--- src/rtl/oam_write_arbiter.sv ---
// oam_write_arbiter: shares single-port sprite OAM between PPU reads and buffered CPU writes
module oam_write_arbiter #(
  parameter int ADDR_W = 6,
  parameter int DATA_W = 32,
  parameter int DEPTH  = 4
) (
  input  logic              clk,
  input  logic              rst_n,
  input  logic              cpu_oam_we,
  input  logic [ADDR_W-1:0] cpu_oam_addr,
  input  logic [DATA_W-1:0] cpu_oam_data,
  output logic              cpu_stall,
  input  logic              ppu_rd_req,
  input  logic [ADDR_W-1:0] ppu_rd_addr,
  output logic [DATA_W-1:0] ppu_rd_data,
  output logic              ppu_rd_valid,
  input  logic              drain_req,
  output logic              drain_done,
  output logic [ADDR_W-1:0] oam_addr,
  output logic [DATA_W-1:0] oam_wdata,
  output logic              oam_we,
  input  logic [DATA_W-1:0] oam_rdata
);
  localparam int ptr_w = $clog2(DEPTH);
  localparam logic [ptr_w:0] full_cnt = (ptr_w+1)'(DEPTH);
  typedef enum logic [1:0] {IDLE, BUSY, DRAIN} state_t;
  state_t state;
  logic [ADDR_W-1:0] buf_addr [DEPTH];
  logic [DATA_W-1:0] buf_data [DEPTH];
  logic [ptr_w-1:0] rd_ptr, wr_ptr;
  logic [ptr_w:0] count, count_nxt;
  logic accept, direct, enq, deq;
  logic [ADDR_W-1:0] last_addr;
  logic fwd_hit, hit_q;
  logic [DATA_W-1:0] fwd_data, fwd_q;
  // Outputs are gated by rst_n so they drop to zero the moment reset asserts
  assign cpu_stall = rst_n && cpu_oam_we && (count == full_cnt || state == DRAIN);
  assign accept = rst_n && cpu_oam_we && !cpu_stall;
  assign direct = accept && !ppu_rd_req && count == '0;
  assign enq = accept && !direct;
  assign deq = rst_n && !ppu_rd_req && count != '0;
  assign count_nxt = count + (ptr_w+1)'(enq) - (ptr_w+1)'(deq);
  assign oam_we = deq || direct;
  assign oam_addr = !rst_n ? '0 : ppu_rd_req ? ppu_rd_addr : deq ? buf_addr[rd_ptr] :
                    direct ? cpu_oam_addr : last_addr;
  assign oam_wdata = deq ? buf_data[rd_ptr] : direct ? cpu_oam_data : '0;
  assign ppu_rd_data = !ppu_rd_valid ? '0 : hit_q ? fwd_q : oam_rdata;
  // Scan oldest to newest so the latest matching entry wins; a same-cycle write is newest of all
  always_comb begin
    fwd_hit = 1'b0;
    fwd_data = '0;
    for (int i = 0; i < DEPTH; i++) begin
      if ((ptr_w+1)'(i) < count && buf_addr[rd_ptr + ptr_w'(i)] == ppu_rd_addr) begin
        fwd_hit = 1'b1;
        fwd_data = buf_data[rd_ptr + ptr_w'(i)];
      end
    end
    if (enq && cpu_oam_addr == ppu_rd_addr) begin
      fwd_hit = 1'b1;
      fwd_data = cpu_oam_data;
    end
  end
  always_ff @(posedge clk) begin
    if (enq) begin
      buf_addr[wr_ptr] <= cpu_oam_addr;
      buf_data[wr_ptr] <= cpu_oam_data;
    end
  end
  always_ff @(posedge clk or negedge rst_n) begin
    if (!rst_n) begin
      state <= IDLE;
      rd_ptr <= '0;
      wr_ptr <= '0;
      count <= '0;
      ppu_rd_valid <= 1'b0;
      hit_q <= 1'b0;
      fwd_q <= '0;
      last_addr <= '0;
      drain_done <= 1'b0;
    end else begin
      rd_ptr <= rd_ptr + ptr_w'(deq);
      wr_ptr <= wr_ptr + ptr_w'(enq);
      count <= count_nxt;
      ppu_rd_valid <= ppu_rd_req;
      hit_q <= ppu_rd_req && fwd_hit;
      fwd_q <= fwd_data;
      if (ppu_rd_req || oam_we) last_addr <= oam_addr;
      drain_done <= 1'b0;
      if (state == DRAIN) begin
        if (count_nxt == '0) begin
          state <= IDLE;
          drain_done <= 1'b1;
        end
      end else if (drain_req && count_nxt != '0) begin
        state <= DRAIN;
      end else begin
        state <= count_nxt != '0 ? BUSY : IDLE;
        drain_done <= drain_req;
      end
    end
  end
endmodule

--- config.mk ---
export PLATFORM = sky130hd
export DESIGN_NAME = oam_write_arbiter
export DESIGN_NICKNAME = d
export VERILOG_FILES = /design/src/rtl/oam_write_arbiter.sv
export SDC_FILE = /design/constraint.sdc
export NUM_CORES = 1
export LEC_CHECK = 0
export BUFFER_PORTS_ARGS = -buffer_cell sky130_fd_sc_hd__clkbuf_2
export CAP_MARGIN = 15
export CORE_MARGIN = 2
export CORE_UTILIZATION = 25
export DETAILED_ROUTE_END_ITERATION = 10
export GPL_ROUTABILITY_DRIVEN = 0
export PLACE_DENSITY_LB_ADDON = 0.12
export SYNTH_ARGS = -nofsm -noshare
export SYNTH_HDL_FRONTEND = slang
export SYNTH_SLANG_ARGS = --single-unit
--- constraint.sdc ---
create_clock -name clk -period 4.81 [get_ports clk]
set_input_delay 0.7215 -clock clk [delete_from_list [all_inputs] [get_ports clk]]
set_output_delay 0.7215 -clock clk [all_outputs]
set_load 0.02 [all_outputs]
---- Word-level counts from Yosys, hierarchy flattened ----
Memories as Yosys holds them, arrays and structs flattened.
Index checks and enable logic that the tools add are counted.
storage, ports and cells
  bits in registers ....................... 50
  memory bits (writable) .................. 152
  bits of input ports ..................... 81
  output and inout port bits .............. 74
  logic and storage cells ................. 82
  memories kept ........................... 2
memory list
  name      depth  width  rd ports  clocked after Yosys merged registers in  wr ports  line  text
  buf_data  4      32     4         0                                        1         29    logic [DATA_W-1:0] buf_data [DEPTH];
  buf_addr  4      6      4         0                                        1         28    logic [ADDR_W-1:0] buf_addr [DEPTH];
operators by class
  add/subtract/negate cells ............... 7
  magnitude comparators ................... 4
  equality and inequality tests ........... 8
  muxes and demuxes ....................... 27
  reductions and logical operators ........ 25
operator list
  cell                                                                          count
  32-bit 2-to-1 mux                                                             9
  6-bit == test                                                                 5
  6-bit 2-to-1 mux                                                              4
  1-bit logical AND                                                             15
  1-bit 2-to-1 mux                                                              11
  3-bit logical NOT                                                             2
  1-bit by 3-bit less-than comparator with 1-bit output (first input constant)  2
  2-bit by 3-bit less-than comparator with 1-bit output (first input constant)  2
  2-bit 2-to-1 mux                                                              3
  3-bit nonzero test                                                            2
  2-bit by 1-bit adder with 2-bit output                                        2
  2-bit adder (second input constant)                                           2
  3-bit by 1-bit adder with 3-bit output                                        1
  3-bit == test (second input constant)                                         1
  1-bit logical NOT                                                             3
  1-bit logical OR                                                              3
  3-bit by 1-bit subtractor with 3-bit output                                   1
  2-bit by 1-bit adder with 2-bit output (second input constant)                1
  2-bit == test (second input constant)                                         1
  2-bit by 1-bit inequality test with 1-bit output (second input constant)      1

---- Depth between registers and ports, before layout ----
Gate-level depths: netlist of the first run.
  depth after elaboration ................. 15
  depth in mapped cells ................... 12
  depth with buffers taken out ............ 10

---- Worst setup path after synthesis of the first run ----
No wires, ideal clock.
  path type ............................... input port to flip-flop
  start point ............................. input port rst_n
  end point ............................... memory buf_addr[1][0], enable pin
  library setup time ...................... 0.489 ns
  arrival time ............................ 4.286 ns
  data required time ...................... 4.321 ns
  slack ................................... 0.035 ns
  stages on the path ...................... 5
  path buffers ............................ 1
  path through ............................ clkbuf_1 > nand2_1 > a211oi_1 > nand2_1 > nor3b_1
on the way
  longest elaborated chain between the ends .. 10
RTL lines
  what                                        line    text
  start, declared                             8       input logic rst_n,
  1-bit logical AND (*)                       37, 38
  1-bit logical AND                           37      assign cpu_stall = rst_n && cpu_oam_we && (count == full_cnt || state == DRAIN);
  1-bit logical NOT                           38      assign accept = rst_n && cpu_oam_we && !cpu_stall;
  1-bit logical AND (*)                       38
  1-bit logical AND (2 in series)             39      assign direct = accept && !ppu_rd_req && count == '0;
  1-bit logical NOT                           40      assign enq = accept && !direct;
  1-bit logical AND (*)                       40
  1-bit 2-to-1 mux (*)                        64      if (enq) begin
  1-bit 2-to-1 mux (implied by the code) (*)  65      buf_addr[wr_ptr] <= cpu_oam_addr;
  end, declared                               28
Every way passes the cells marked *; elsewhere a longest branch is shown, timed or not.

---- Final worst setup path of the first run ----
  start point ............................. register rd_ptr[1]
  end point ............................... output port oam_wdata[1]
on the way
  longest elaborated chain between the ends .. 2
RTL lines
  what                    line  text
  start, declared         30    logic [ptr_w-1:0] rd_ptr, wr_ptr;
  start signal, assigned  81    rd_ptr <= rd_ptr + ptr_w'(deq);
  memory read 4 x 32 bit  -
  32-bit 2-to-1 mux       46    assign oam_wdata = deq ? buf_data[rd_ptr] : direct ? cpu_oam_data : '0;
  end, declared           20    output logic [DATA_W-1:0] oam_wdata,
No other way between the ends.

==> flow_summary_export.csv, run 1 <==
group,metric,value,unit
clock_tree,post_cts_buffers,0,
setup_path,crit_required,4090,ps
logic_synthesis,synth.distinct_cells,60,
global_route,grtUsageMet3,2.62,%
sta,finClkSkew,17.3,ps
logic_synthesis,syn-num-nets,1365,
drt,drt_iter0_markers,631,
setup_path,cp_max_fo,56,
logic_synthesis,synthFlopType,"edfxtp_1",
power,ir_worst_vdd,0.000392,V
floorplan,start_util,25.2,%
setup_path,worstSetupPathType,"reg -> out",
setup_path,worstPathArrival,3670,ps
global_route,antenna_found_initial,1,
power,powerDensity,565,nW/um^2
sta,final_hold_viol_count,0,
drt,wl_per_cell,23.9,um
drt,drtPass1Iterations,6,
floorplan,die_w,236,um
logic_synthesis,synth-edff-count,152,
setup_path,startpoint,"rd_ptr[1]$_DFF_PN0_",
setup_path,cp-start-kind,"flip-flop",
logic_synthesis,async_reset_ff_share,24.8,%
clock_tree,cts-resized-gates,0,
cells_and_area,drive_gt1_share,26.2,%
logic_synthesis,synth_seq_cells,202,
placement,hpwl,32200,um
logic_synthesis,synth_area_leaders,"edfxtp_1 34%, mux2i_1 9.4%, dfrtp_1 9.3%",
logic_synthesis,synth_top_area_share,33.8,%
sta,fin_crit_sh,91.2,%
run_status,outcome,"complete, no violations",
floorplan,dieArea,55800,sq um
floorplan,fp.dieH,236,um
logic_synthesis,synth_top_area_cell,"edfxtp_1",
global_route,grt_pass1_wl,75200,um
clock_tree,cts_tree,"yes",
setup_path,rrSetupSlack,850,ps
global_route,track_usage,17.6,%
drt,vias,11200,
clock_tree,clock_sinks,202,
clock_tree,cts_hold_buf,0,
placement,io_buffers,154,
cells_and_area,fillCellCount,5599,
drt,drtAntennaViolNets,0,
sta,fmax,228,MHz
setup_path,critical_path.reg2reg.startpoint,"rd_ptr[1]$_DFF_PN0_",
clock_tree,root_buffer,"clkbuf_16",
global_route,gr-usage-met1,24.5,%
sta,relSlewSlack,31.7,%
floorplan,num_rows,85,
logic_synthesis,syn_area,13500,sq um
sta,tightest_slew,1020,ps
cells_and_area,fin_cells,2084,
clock_tree,clk_path_buf_depth,3,
drt,drc,0,
sta,setup_tns,0,ps
clock_tree,ctsHtreeMaxLevel,1,
drt,wl,49800,um
logic_synthesis,syn_inst,1277,
clock_tree,cts.clk_slew.worst_paths,60,ps
global_route,grt_max_degree,64,
setup_path,r2r_end,"fwd_q[15]$_DFF_PN0_",
placement,placed_cells,2037,
clock_tree,clk_latency,550,ps
min_path,holdCritPathClass,"in -> async",
logic_synthesis,seq_area_frac_synth,43.1,%
floorplan,pin_count,155,
sta,hold_ws,198,ps
floorplan,coreArea,53600,sq um
sta,period_needed,4390,ps
sta,rsz0062_at_grt,"no",
drt,viasPerCell,5.37,
run,maxCapViolCount,0,
clock_tree,numCtsBuffers,25,
global_route,grt_pass1_vias,11400,
global_route,use_met2,28.4,%
logic_synthesis,ys_warn_count,0,
sta,drv_slew,0,
cells_and_area,nets,1456,
sta,final-setup-viol-count,0,
setup_path,cp-end-kind,"output port",
logic_synthesis,postSynthAreaPerCell,10.6,sq um
power,leakagePower,0.00572,uW
global_route,grt_overflow,0,
global_route,gr-max-usage-layer,"met2",
cells_and_area,syn_to_final_growth,17.5,%
setup_path,r2r_cells,8,
setup_path,crit_end,"oam_wdata[1]",
[power breakdown]
group          leakage, uW  total [uW]  internal (uW)  switching, uW
Clock             0.000388        1870           1110            760
Combinational      0.00334        4660           1700           2970
Sequential         0.00200        2430           2160            272
Total              0.00572        8960           4960           4000
[critical path, stage by stage, from the launching register on]
cell and delay [ps]:
dfrtp_4 710, buf_4 690, buf_4 630, mux2i_1 370, nand2_1 90, a32o_1 350
clkbuf_2 190
[Yosys cell counts, types with 2 or more instances]
library cell  number
a2111o_1           3
a211o_1            3
a21o_1             2
a21oi_1           27
a221o_1            6
a221oi_1          22
a22oi_1           21
a31oi_1           48
a32o_1             5
and2_1             2
buf_1             19
buf_2             15
buf_6              6
clkbuf_1          93
dfrtp_1           50
edfxtp_1         152
ha_1               6
inv_1             28
mux2_2            78
mux2i_1          127
nand2_1          116
nand2b_1           4
nand3_1           33
nor2_1            25
nor2b_1           40
nor3_1            27
nor3b_1           22
nor4_1             5
o2111ai_1         12
o211ai_1          46
o21ai_0           55
o221ai_1           8
o22ai_1            7
o311a_1           48
o311ai_0           2
o31a_1             2
o32ai_1            6
o41ai_2           24
or2_2              4
or3_1             24
or4_1              2
xnor2_1           24
xor2_1            11
[routing by layer]
metal,up-vias,part of all wire (%)
met4,0,2.3
li1,5154,-
met1,5581,46
met2,378,46
met5,-,0
met3,69,5.7
[how the worst min path moves through the flow]
stage,slack (ps),depth (start not counted),startpoint,endpoint
2_1_floorplan,430,0,rst_n,count[0]$_DFF_PN0_
3_3_place_gp,520,2,last_addr[1]$_DFFE_PN0P_,last_addr[1]$_DFFE_PN0P_
3_5_place_dp,540,2,last_addr[1]$_DFFE_PN0P_,last_addr[1]$_DFFE_PN0P_
4_1_cts,190,2,rst_n,count[1]$_DFF_PN0_
5_1_grt,220,2,rst_n,fwd_q[4]$_DFF_PN0_
6_report,200,2,rst_n,fwd_q[4]$_DFF_PN0_
[per-stage QoR]
step / total power (uW) / utilization [%] / cell area, sq um / setup slack (ps)
floorplan: 5630 / - / 13500 / 35.2
global placement: 7100 / 28.1 / 15000 / 955
detailed placement: 7110 / 28.1 / 15000 / 883
CTS: 9040 / 29.5 / 15800 / 377
global route: 9520 / 29.6 / 15800 / 210
finish: 8960 / 29.6 / 15800 / 422
[final cells by class]
cell class | count | area (sq um) | area share, %
Clock inverter | 4 | 47.5 | 0.300
Clock buffer | 42 | 749 | 4.73
Antenna cell | 1 | 2.50 | 0.0158
Inverter | 29 | 109 | 0.687
Sequential cell | 202 | 5820 | 36.8
Timing Repair Buffer | 198 | 1130 | 7.12
Tap cell | 696 | 871 | 5.50
Multi-Input combinational cell | 912 | 7110 | 44.9
[flip-flops by register name (all words and copies together), names as in the netlist]
name          cells
hit_q             1
buf_addr         24
buf_data        128
wr_ptr            2
ppu_rd_valid      1
count             3
last_addr         6
fwd_q            32
state             2
rd_ptr            2
drain_done        1
[layout by cell type (no fill, tap or decap), types with 33 or more instances in the layout]
cell	n
o211ai_1	46
nand2_1	116
edfxtp_1	152
o21ai_0	55
nand3_1	33
buf_4	43
mux2_2	78
a31oi_1	48
clkbuf_2	153
mux2i_1	125
dfrtp_1	47
nor2b_1	40
o311a_1	48
[logic make-up after synthesis]
group | Yosys count | synth area share (%)
AO/OA/AOI/OAI | 354 | 21.2
XOR/XNOR | 35 | 2.27
adder cells (fa/ha/maj) | 7 | 0.705
buffers and inverters | 163 | 5.04
flip-flops | 202 | 43.1
multiplexers | 207 | 16.2
AND/OR/NAND/NOR | 309 | 11.5
Note: power is estimated with default switching activity, not from simulation.
==> run 2: changes to the inputs <==
==> constraint.sdc (replaced) <==
create_clock -name clk -period 5.6 [get_ports clk]
set_input_delay 0.84 -clock clk [delete_from_list [all_inputs] [get_ports clk]]
set_output_delay 0.84 -clock clk [all_outputs]
set_load 0.02 [all_outputs]
==> flow_summary_export.csv, run 2 (same netlist as run 1, synthesis figures left out) <==
group,metric,value,unit
run_status,outcome,"complete, no violations",
sta,relSlewSlack,34.8,%
power,leakagePower,0.00570,uW
clock_tree,cts-resized-gates,0,
setup_path,crit_top_cell,"o21ai_0",
placement,placed_cells,2034,
cells_and_area,final_common_cell,"clkbuf_2",
floorplan,start_util,25.2,%
sta,period_needed,4180,ps
drt,wl_per_cell,24.3,um
cells_and_area,finish.utilization,29.5,%
sta,fin_crit_sh,74.7,%
floorplan,coreArea,53600,sq um
clock_tree,cts.clk_slew.worst_paths,60,ps
clock_tree,clock_sinks,202,
drt,vias,11300,
setup_path,startpoint,"rd_ptr[1]$_DFF_PN0_",
cells_and_area,top_regs,"buf_data (128), fwd_q (32), buf_addr (24)",
global_route,grt_pass1_vias,11300,
sta,hold_ws,263,ps
setup_path,cpMaxStageDelayCell,"dfrtp_4",
drt,drt_iter0_markers,797,
setup_path,crit_required,4760,ps
setup_path,cp-start-kind,"flip-flop",
clock_tree,clk_latency,570,ps
sta,fmax,239,MHz
drt,drtPass1Iterations,5,
cells_and_area,multi_input_area,7100,sq um
setup_path,worstSetupPathType,"reg -> out",
setup_path,cp-end-kind,"output port",
global_route,track_usage,17.8,%
cells_and_area,fin_cells,2081,
cells_and_area,largest_register,"buf_data",
sta,rsz0062_at_grt,"no",
setup_path,worstPathArrival,3340,ps
sta,setup_tns,0,ps
setup_path,r2r_end,"fwd_q[22]$_DFF_PN0_",
drt,drtAntennaViolNets,0,
sta,final-setup-viol-count,0,
setup_path,cp_cell_sequence,"buf_12 -> mux2i_1 -> nand2_1 -> o21ai_0 -> o21ai_0 -> clkbuf_2",
placement,io_buffers,154,
sta,finClkSkew,39.2,ps
floorplan,fp.dieH,236,um
drt,viasPerCell,5.41,
setup_path,r2r_cells,8,
drt,drc,0,
global_route,grt_overflow,0,
cells_and_area,largest_reg_flops,128,
sta,drv_slew,0,
clock_tree,numCtsBuffers,26,
floorplan,dieArea,55800,sq um
global_route,grt_pass1_wl,74900,um
cells_and_area,layout_common_cells,"153 x clkbuf_2, 152 x edfxtp_1, 125 x mux2i_1, 116 x nand2_1, 78 x mux2_2",
global_route,antenna_found_initial,1,
clock_tree,clk_path_buf_depth,3,
clock_tree,root_buffer,"clkbuf_16",
cells_and_area,syn_to_final_growth,17.2,%
run,maxCapViolCount,0,
global_route,grt_max_degree,119,
floorplan,pin_count,155,
setup_path,critical_path.reg2reg.startpoint,"rd_ptr[1]$_DFF_PN0_",
cells_and_area,drive_gt1_share,25.9,%
cells_and_area,regArea,5820,sq um
setup_path,critPathBufInv,2,
power,powerDensity,487,nW/um^2
drt,wl,50500,um
cells_and_area,fillCellCount,5607,
sta,tightest_slew,974,ps
clock_tree,post_cts_buffers,0,
setup_path,critical_path.top_delay_family,"flip-flops",
clock_tree,ctsHtreeMaxLevel,1,
setup_path,critPathMaxStageDelay,900,ps
cells_and_area,nets,1454,
floorplan,num_rows,85,
setup_path,cp_max_fo,118,
min_path,holdCritPathClass,"in -> async",
floorplan,die_w,236,um
setup_path,rrSetupSlack,1530,ps
clock_tree,cts_tree,"yes",
clock_tree,cts_hold_buf,0,
power,ir_worst_vdd,0.000568,V
sta,final_hold_viol_count,0,
placement,hpwl,31700,um
[run 2: worst max path at each step]
stage	end	slack [ps]	depth (start not counted)
after floorplan	buf_addr[1][0]$_DFFE_PP_	710	5
after global placement	fwd_q[10]$_DFF_PN0_	1410	10
after detailed placement	fwd_q[14]$_DFF_PN0_	1420	10
after CTS	oam_wdata[31]	1370	6
after global routing	oam_wdata[31]	1250	6
final	oam_wdata[31]	1420	6
[run 2: power breakdown]
part           total, uW  switching, uW  internal (uW)
clock               1590            657            930
combinational       3930           2470           1460
sequential          2180            327           1850
[run 2: per-layer routing]
metal | vias to the layer above | global-route usage [%] | wire length [um]
met5 | - | 0 | 0
met4 | 0 | 4.58 | 989
met3 | 57 | 1.97 | 2390
met2 | 339 | 29.7 | 24100
met1 | 5698 | 24.4 | 23000
li1 | 5166 | - | -
[run 2: cell type report]
type | instances | share of cell area [%]
Antenna cell | 1 | 0.0158
Clock buffer | 41 | 4.60
Clock inverter | 5 | 0.396
Inverter | 29 | 0.689
Multi-Input combinational cell | 912 | 44.9
Sequential cell | 202 | 36.9
Tap cell | 696 | 5.51
Timing Repair Buffer | 195 | 7.00
[run 2: through the flow]
stage	instance area [sq um]	worst slack (ps)	power, uW
after global placement	15000	1410	6130
after global routing	15800	1250	8140
after CTS	15800	1370	7770
final	15800	1420	7690
after detailed placement	15000	1420	6140
after floorplan	13500	707	4840
==> run 3: changes to the inputs <==
==> constraint.sdc (replaced) <==
create_clock -name clk -period 3.45 [get_ports clk]
set_input_delay 0.5175 -clock clk [delete_from_list [all_inputs] [get_ports clk]]
set_output_delay 0.5175 -clock clk [all_outputs]
set_load 0.02 [all_outputs]
==> flow_summary_export.csv, run 3 (same netlist as run 1, synthesis figures left out) <==
group,metric,value,unit
drt,drt_iter0_markers,677,
clock_tree,clk_path_buf_depth,3,
setup_path,crit_required,3880,ps
setup_path,cp_cell_sequence,"buf_4 -> mux2i_1 -> xor2_1 -> nand4b_1 -> a221oi_4 -> nand2_4 -> buf_12 -> o311a_1 -> o41ai_2",
setup_path,cp-end-kind,"flip-flop",
cells_and_area,layout_common_cells,"153 x clkbuf_2, 152 x edfxtp_1, 124 x mux2i_1, 115 x nand2_1, 78 x mux2_2",
cells_and_area,final_common_cell,"clkbuf_2",
global_route,grt_pass1_wl,76500,um
setup_path,worstSetupPathType,"reg -> reg",
global_route,antenna_found_initial,2,
setup_path,critPathMaxStageDelay,640,ps
setup_path,startpoint,"rd_ptr[1]$_DFF_PN0_",
drt,drc,0,
floorplan,pin_count,155,
sta,fin_crit_sh,96.1,%
setup_path,critical_path.top_delay_family,"compound AO/OA/AOI/OAI gates",
clock_tree,root_buffer,"clkbuf_16",
power,powerDensity,807,nW/um^2
cells_and_area,top_regs,"buf_data (128), fwd_q (32), buf_addr (24)",
clock_tree,numCtsBuffers,25,
setup_path,cp_num_cells,9,
min_path,holdCritPathClass,"in -> async",
drt,wl,51900,um
sta,layout_setup_ws,134,ps
setup_path,cpMaxStageDelayCell,"dfrtp_4",
setup_path,cp-start-kind,"flip-flop",
setup_path,critPathBufInv,2,
setup_path,critical_path.reg2reg.startpoint,"rd_ptr[1]$_DFF_PN0_",
cells_and_area,nets,1496,
floorplan,fp.dieH,236,um
power,finalPower,13300,uW
power,ir_worst_vdd,0.000440,V
sta,finClkSkew,12.0,ps
placement,io_buffers,154,
setup_path,cp_max_fo,51,
clock_tree,clk_latency,550,ps
clock_tree,cts_tree,"yes",
global_route,grt_pass1_vias,11400,
clock_tree,cts.clk_slew.worst_paths,60,ps
sta,period_needed,3320,ps
sta,rsz0062_at_grt,"no",
sta,tightest_slew,946,ps
cells_and_area,largest_reg_flops,128,
drt,drtAntennaViolNets,0,
floorplan,die_w,236,um
cells_and_area,syn_to_final_growth,22.1,%
placement,pre_cts_slack,-101,ps
sta,fmax,302,MHz
run,maxCapViolCount,0,
cells_and_area,fillCellCount,5540,
drt,wl_per_cell,24.5,um
cells_and_area,drive_gt1_share,28.8,%
drt,drtPass1Iterations,5,
setup_path,r2r_cells,9,
global_route,grt_overflow,0,
placement,hpwl,33700,um
drt,viasPerCell,5.37,
global_route,track_usage,18.2,%
floorplan,coreArea,53600,sq um
sta,final_hold_viol_count,0,
clock_tree,clock_sinks,202,
sta,hold_ws,71.5,ps
power,leakagePower,0.00602,uW
sta,setup_tns,0,ps
clock_tree,ctsHtreeMaxLevel,1,
run_status,outcome,"complete, no violations",
sta,drv_slew,0,
cells_and_area,largest_register,"buf_data",
sta,relSlewSlack,36.9,%
setup_path,worstPathArrival,3750,ps
drt,vias,11400,
global_route,grt_max_degree,52,
sta,final-setup-viol-count,0,
floorplan,num_rows,85,
floorplan,start_util,25.2,%
clock_tree,cts_hold_buf,0,
floorplan,dieArea,55800,sq um
==> run 3: final cells by class <==
type	instances	area [sq um]	area share [%]
clock inverters	11	183	1.11
well taps	696	871	5.29
diodes	1	2.50	0.0152
clock buffers	34	699	4.25
repair buffers	238	1610	9.79
inverters	29	109	0.661
flip-flops and latches	202	5820	35.4
multi-input cells	912	7170	43.5
==> run 3: what timing repair did <==
| action | in CTS | in global routing |
|---|---|---|
| gates resized for setup | 2 | 2 |
| buffers inserted | 0 | 3 |
| gates cloned | 1 | 0 |
| endpoints found under the setup margin | 7 | 26 |
| pin swaps | 1 | 2 |
==> run 3: metal layers <==
metal,share of wire [%],track usage [%],vias up
li1,-,-,5251
met1,47,25.4,5752
met2,46,29.7,345
met3,5.1,2.63,60
met4,1.8,4.22,0
met5,0,0,-
==> run 3: power breakdown <==
part / switching (uW) / internal [uW] / total (uW)
combinational: 4370 / 2710 / 7080
sequential: 347 / 3010 / 3350
clock: 1080 / 1780 / 2870
==> run 3: stage by stage <==
stage	std cells	area [sq um]	util (%)
floorplan	1277	13500	-
global placement	2073	15500	28.9
detailed placement	2073	15500	28.9
CTS	2119	16400	30.6
global route	2122	16500	30.7
finish	2123	16500	30.7
==> run 3: worst paths after layout <==
path	to	slack, ps
setup / recovery	fwd_q[24]$_DFF_PN0_	130
hold / removal	fwd_q[10]$_DFF_PN0_	70
setup reg to reg	fwd_q[24]$_DFF_PN0_	130
hold reg to reg	last_addr[1]$_DFFE_PN0P_	540
max in group asynchronous	rd_ptr[1]$_DFF_PN0_	2720
min in group clk	ppu_rd_valid$_DFF_PN0_	130
